--- config.mk ---
export PLATFORM = sky130hd
export DESIGN_NAME = mono_rx_fifo_arbiter
export DESIGN_NICKNAME = d
export VERILOG_FILES = /design/src/rtl/mono_rx_arb_pkg.sv /design/src/rtl/mono_rx_rr_pick.sv /design/src/rtl/mono_rx_fifo_arbiter.sv
export SDC_FILE = /design/constraint.sdc
export NUM_CORES = 1
export LEC_CHECK = 0
export BUFFER_PORTS_ARGS = -buffer_cell sky130_fd_sc_hd__buf_2
export CAP_MARGIN = 10
export CORE_MARGIN = 1
export CORE_UTILIZATION = 44
export CTS_CLUSTER_DIAMETER = 150
export CTS_CLUSTER_SIZE = 25
export DETAILED_ROUTE_END_ITERATION = 6
export PLACE_DENSITY = 0.89
export RECOVER_POWER = 25
export SLEW_MARGIN = 20
export SYNTH_ARGS = -nofsm -noshare
export SYNTH_HDL_FRONTEND = slang
export SYNTH_SLANG_ARGS = --single-unit
export TNS_END_PERCENT = 20
--- constraint.sdc ---
create_clock -name BUS_CLK -period 3.52 [get_ports BUS_CLK]
set_input_delay 0.176 -clock BUS_CLK [delete_from_list [all_inputs] [get_ports BUS_CLK]]
set_output_delay 0.176 -clock BUS_CLK [all_outputs]
set_load 0.02 [all_outputs]
--- src/rtl/mono_rx_arb_pkg.sv ---
// Shared types and defaults for the mono_data_rx FIFO arbiter.
package mono_rx_arb_pkg;

    localparam int WORD_W        = 32;
    localparam int DEF_N_SRC     = 4;
    localparam int DEF_MAX_BURST = 16;

    typedef enum logic {
        S_IDLE  = 1'b0,
        S_GRANT = 1'b1
    } arb_state_t;

endpackage

--- src/rtl/mono_rx_rr_pick.sv ---
// Round-robin search: first requesting index after ptr, wrapping at N_SRC.
module mono_rx_rr_pick #(
    parameter int N_SRC = 4,
    parameter int PTR_W = 2
) (
    input  logic [N_SRC-1:0] req,
    input  logic [PTR_W-1:0] ptr,
    output logic [N_SRC-1:0] pick,
    output logic             valid
);

    logic [PTR_W-1:0] idx;

    always_comb begin
        pick  = '0;
        valid = 1'b0;
        idx   = ptr;
        for (int k = 0; k < N_SRC; k++) begin
            idx = (idx == PTR_W'(N_SRC - 1)) ? '0 : idx + 1'b1;
            if (!valid && req[idx]) begin
                pick[idx] = 1'b1;
                valid     = 1'b1;
            end
        end
    end

endmodule

--- src/rtl/mono_rx_fifo_arbiter.sv ---
// Round-robin burst arbiter merging mono_data_rx FWFT FIFOs into one
// registered output word for the common readout FIFO.
module mono_rx_fifo_arbiter
    import mono_rx_arb_pkg::*;
#(
    parameter int N_SRC     = DEF_N_SRC,
    parameter int MAX_BURST = DEF_MAX_BURST
) (
    input  logic                      BUS_CLK,
    input  logic                      BUS_RST,
    input  logic [N_SRC-1:0]          SRC_EN,
    input  logic [N_SRC-1:0]          SRC_FIFO_EMPTY,
    input  logic [WORD_W*N_SRC-1:0]   SRC_FIFO_DATA,
    output logic [N_SRC-1:0]          SRC_FIFO_READ,
    input  logic                      FIFO_READ,
    output logic                      FIFO_EMPTY,
    output logic [WORD_W-1:0]         FIFO_DATA,
    output logic [N_SRC-1:0]          GRANT
);

    localparam int PTR_W  = $clog2(N_SRC);
    localparam int BCNT_W = $clog2(MAX_BURST + 1);
    localparam logic [BCNT_W-1:0] BCNT_MAX = BCNT_W'(MAX_BURST);

    arb_state_t        state;
    arb_state_t        state_nxt;
    logic [PTR_W-1:0]  ptr;
    logic [PTR_W-1:0]  pick_idx;
    logic [BCNT_W-1:0] bcnt;
    logic [N_SRC-1:0]  req;
    logic [N_SRC-1:0]  pick;
    logic              pick_valid;
    logic              src_ok;
    logic              pop;
    logic              burst_last;
    logic [WORD_W-1:0] src_word;

    assign req = SRC_EN & ~SRC_FIFO_EMPTY;

    mono_rx_rr_pick #(
        .N_SRC (N_SRC),
        .PTR_W (PTR_W)
    ) u_pick (
        .req   (req),
        .ptr   (ptr),
        .pick  (pick),
        .valid (pick_valid)
    );

    always_comb begin
        pick_idx = '0;
        src_word = '0;
        for (int i = 0; i < N_SRC; i++) begin
            if (pick[i]) pick_idx = PTR_W'(i);
            if (ptr == PTR_W'(i)) src_word = SRC_FIFO_DATA[i*WORD_W +: WORD_W];
        end
    end

    // ptr doubles as the granted index while in S_GRANT
    assign src_ok     = SRC_EN[ptr] && !SRC_FIFO_EMPTY[ptr];
    assign pop        = (state == S_GRANT) && src_ok && (bcnt < BCNT_MAX)
                        && (FIFO_EMPTY || FIFO_READ);
    assign burst_last = pop && ((bcnt + 1'b1) == BCNT_MAX);

    assign SRC_FIFO_READ = pop ? (N_SRC'(1) << ptr) : '0;
    assign GRANT         = (state == S_GRANT) ? (N_SRC'(1) << ptr) : '0;

    always_comb begin
        state_nxt = state;
        case (state)
            S_IDLE:  if (pick_valid) state_nxt = S_GRANT;
            S_GRANT: if (!src_ok || burst_last || bcnt >= BCNT_MAX) state_nxt = S_IDLE;
            default: state_nxt = S_IDLE;
        endcase
    end

    always_ff @(posedge BUS_CLK or posedge BUS_RST) begin
        if (BUS_RST) begin
            state <= S_IDLE;
            ptr   <= PTR_W'(N_SRC - 1);
            bcnt  <= '0;
        end else begin
            state <= state_nxt;
            if (state == S_IDLE && pick_valid) begin
                ptr  <= pick_idx;
                bcnt <= '0;
            end else if (pop) begin
                bcnt <= bcnt + 1'b1;
            end
        end
    end

    // A pop overwrites the output word directly, so a same-cycle read never bubbles
    always_ff @(posedge BUS_CLK or posedge BUS_RST) begin
        if (BUS_RST) begin
            FIFO_EMPTY <= 1'b1;
            FIFO_DATA  <= '0;
        end else if (pop) begin
            FIFO_EMPTY <= 1'b0;
            FIFO_DATA  <= src_word;
        end else if (FIFO_READ) begin
            FIFO_EMPTY <= 1'b1;
        end
    end

endmodule
==> reports/summary.log <==
qor: worst_setup_path.timing.critical_path.max_delay_family buffers and inverters
qor: layout.drive_above_1_share 0.382
qor: layout.finalNetCount 676
qor: clocking.clock_h_tree_levels 2
qor: synthesis.synthDistinctLibCells 43
qor: routing.routed_wl 9.01 mm
qor: sta.layout_worst_path_cycle_share 0.770
qor: sta.grt_setup_unrepaired no
qor: global_route.antenna_found_initial 0
qor: clocking.clock_tree_from_tritoncts yes
qor: die.boundaryPins 180
qor: die.die_height 84.5 µm
qor: worst_setup_path.crit_type flop to output pin
qor: synthesis.synth.mux.area_fraction 0.0259
qor: synthesis.netlist_area 3000 µm²
qor: placed_design.finalWeightedCongestion 0.862
qor: sta.finalSetupViolCount 0
qor: worst_setup_path.worst_path_largest_cell_delay 600 ps
qor: synthesis.synth_compound_area_frac 0.259
qor: layout.mostFrequentLayoutCell buf_2
qor: pwr.net_sw_power 1.65 mW
qor: sta.timing.clock.skew 6.28 ps
qor: status.violations design-rule violations, max-capacitance violations, max-slew violations
qor: pwr.power-per-cell-area 857 nW/µm²
qor: worst_setup_path.crit_chain inv_1, mux4_2, nor4b_4, buf_4, and2_1, buf_2
qor: worst_setup_path.critPathBufInv 3
qor: global_route.grt_remaining_overflow 0
qor: status.outcome complete, but fails checks
qor: synthesis.synth.top_cells.by_area dfrtp_1 32%, a21oi_1 12%, a221oi_1 9.6%, nor2b_1 7.5%, nor3_1 5.7%
qor: routing.via_total_after_detailed_routing 3,419
qor: synthesis.netlist.area_leader.share 0.317
qor: layout.final_cell_count_no_fill 606
qor: placed_design.dpl.hpwl 6.53 mm
qor: clocking.clockBufferDepth 2
qor: synthesis.yosys_warnings 0
qor: global_route.grt_start_max_net_pins 69
qor: sta.slew_headroom -0.458
qor: sta.slew_violations 42
qor: routing.drt_first_pass_iters 7
qor: clocking.clk_pin_slew 70 ps
qor: global_route.number_of_global_route_vias_before_repair 3,175
qor: clocking.hold_buffers 0
qor: layout.syn_to_final_growth 32.7%
qor: synthesis.synth_top_family_by_area simple AND/OR/NAND/NOR gates
qor: min_path.worstHoldPathType primary input to flop
qor: pwr.swShare 0.484
qor: layout.layout_common_cells 179 x buf_2, 71 x a21oi_1, 44 x nor2_1, 38 x dfrtp_1, 35 x nor2b_1
qor: synthesis.synth_flop_cell dfrtp_1
qor: worst_setup_path.arrival 2530 ps
qor: global_route.first_pass_grt_wire_length 14.5 mm
qor: routing.drc 16
qor: die.die_area 7140 µm²
qor: synthesis.share_of_flip_flops_with_an_asynchronous_set_or_reset_after_synthesis 1.00
qor: sta.finalHoldViolations 0
qor: pwr.cell_internal_pwr 1.76 mW
qor: routing.detail_route.wl_per_cell 14.9 µm
qor: synthesis.number_of_enable_flip_flop_cells_after_synthesis 0
qor: sta.min_period 2710 ps
qor: clocking.cell_at_the_root_of_the_clock_tree clkbuf_8
qor: synthesis.synth.avg_cell_area 8.12 µm²
qor: pwr.vdd_drop_max 424 µV
qor: die.placeableCoreArea 6460 µm²
qor: pwr.share_comb_of_total_power 0.663
qor: global_route.track_usage 0.253
qor: clocking.cts.sink_count 41
qor: pwr.power.sequential.fraction 0.244
qor: synthesis.syn-num-nets 517
qor: routing.vias_per_cell 5.64
qor: placed_design.port_buffers 179
qor: synthesis.synth_adder_area_share 0.0376
qor: synthesis.synth-xor-area-share 0.00877
qor: sta.worstMarginPinSlew 2190 ps
qor: clocking.post_cts_resized 0
qor: sta.timing.setup.tns 0 ps
qor: synthesis.ys_seq_elements 41
qor: worst_setup_path.crit_required 3340 ps
qor: worst_setup_path.crit_slowest_cell dfstp_2
qor: die.initial_core_util 0.464
qor: layout.antenna_cells 0
qor: synthesis.syn-instance-count 369
qor: worst_setup_path.crit_fanout 38
qor: clocking.cts-buffers-inserted 5
qor: clocking.post_cts_setup_buffer_count 0
qor: synthesis.yosysTopAreaCell dfrtp_1
qor: worst_setup_path.start_kind flop
qor: pwr.leakagePower 1.85 nW
qor: layout.fillCellCount 580
qor: die.num_rows 29
qor: routing.drt_iter0_markers 226
qor: run.maxCapViolations 1
qor: die.die_width 84.5 µm
qor: synthesis.synth-simple-area-share 0.267
qor: placed_design.place.detailed.instances 598
qor: pwr.power.clock.fraction 0.093
qor: sta.maximum_clock_frequency 369 MHz
qor: synthesis.yosysSeqAreaShare 0.344
qor: routing.drt.antenna.violating_nets 0
qor: worst_setup_path.endpoint_kind output pin
qor: clocking.clock_latency_of_the_later_clocked_register_in_the_worst_skew_pair 290 ps
[cell usage after synthesis, types with 4 or more instances]
cell,n
nor2b_1,36
nor2_1,44
and2_1,8
nor3_1,34
a21oi_1,71
buf_4,4
clkbuf_1,23
dfrtp_1,38
o21ai_0,5
inv_1,4
buf_2,4
a221oi_1,33
nand2b_1,4
nand3_1,7
nand2_1,8
ha_1,9
[power groups by stage]
stage                     Sequential (mW)  Combinational [mW]  Clock (mW)
after floorplan                      1.07                1.43           0
after global placement              0.836                2.18           0
after detailed placement            0.841                2.26           0
after CTS                           0.833                2.27       0.329
after global routing                0.859                2.50       0.345
final                               0.832                2.26       0.317
[worst paths after layout]
| kind | from | slack, ps | to | cells after the start |
|---|---|---|---|---|
| worst max register to register | ptr[0] | 840 | ptr[1] | 7 |
| worst min register to register | FIFO_DATA[22] | 520 | FIFO_DATA[22] | 2 |
| worst min-delay path | SRC_FIFO_DATA[123] | 180 | FIFO_DATA[27] | 3 |
| max in group asynchronous | BUS_RST | 1600 | FIFO_DATA[0] | 3 |
| min in group asynchronous | BUS_RST | 670 | FIFO_DATA[17] | 3 |
| worst max-delay path | ptr[0] | 810 | SRC_FIFO_READ[3] | 6 |
[worst register-to-register path, stage by stage, from the launching register on]
cell and delay, ps:
dfstp_2 600, ha_2 440, buf_4 520, nand2_1 140, a2111oi_0 530, a21oi_1 80
nand4_1 140, a2bb2oi_1 170
[state kept, by name, summed over array words and instances (netlist names)]
name and count:
ptr 2, state 1, bcnt 5, FIFO_EMPTY 1, FIFO_DATA 32
[stage by stage]
step | power, mW | hold slack [ps] | setup slack [ps] | instance area, µm² | utilization
2_1_floorplan | 2.50 | 337 | 1030 | 3000 | -
3_3_place_gp | 3.01 | 319 | 954 | 3890 | 0.602
3_5_place_dp | 3.10 | 331 | 930 | 3890 | 0.602
4_1_cts | 3.43 | 10.5 | 789 | 3980 | 0.616
5_1_grt | 3.70 | 188 | 608 | 3980 | 0.616
6_report | 3.41 | 175 | 810 | 3980 | 0.616
[kinds of logic after synthesis]
family	Yosys count
and+or+nand+nor	154
buffers and inverters	37
muxes	4
AOI/OAI and AO/OA	121
xor gates and xnor gates	3
adders and majority gates	9
DFF	41
[final cells by class]
type	instances	area, µm²	area share
tap	77	96.3	0.0242
multi-input combinational	291	1810	0.455
clock buffer	8	90.1	0.0226
timing repair buffer	185	937	0.236
sequential	41	1030	0.259
inverter	4	15.0	0.00377
[per-layer routing]
metal | vias to the layer above | wire length, µm | GRT usage | part of all wire
met1 | 1575 | 3610 | 0.282 | 0.40
met4 | 0 | 133 | 0.0847 | 0.015
met5 | - | 0 | 0 | 0
met3 | 11 | 691 | 0.0452 | 0.077
met2 | 158 | 4570 | 0.483 | 0.51
li1 | 1675 | - | - | -
Note: power is estimated with default switching activity, not from simulation.
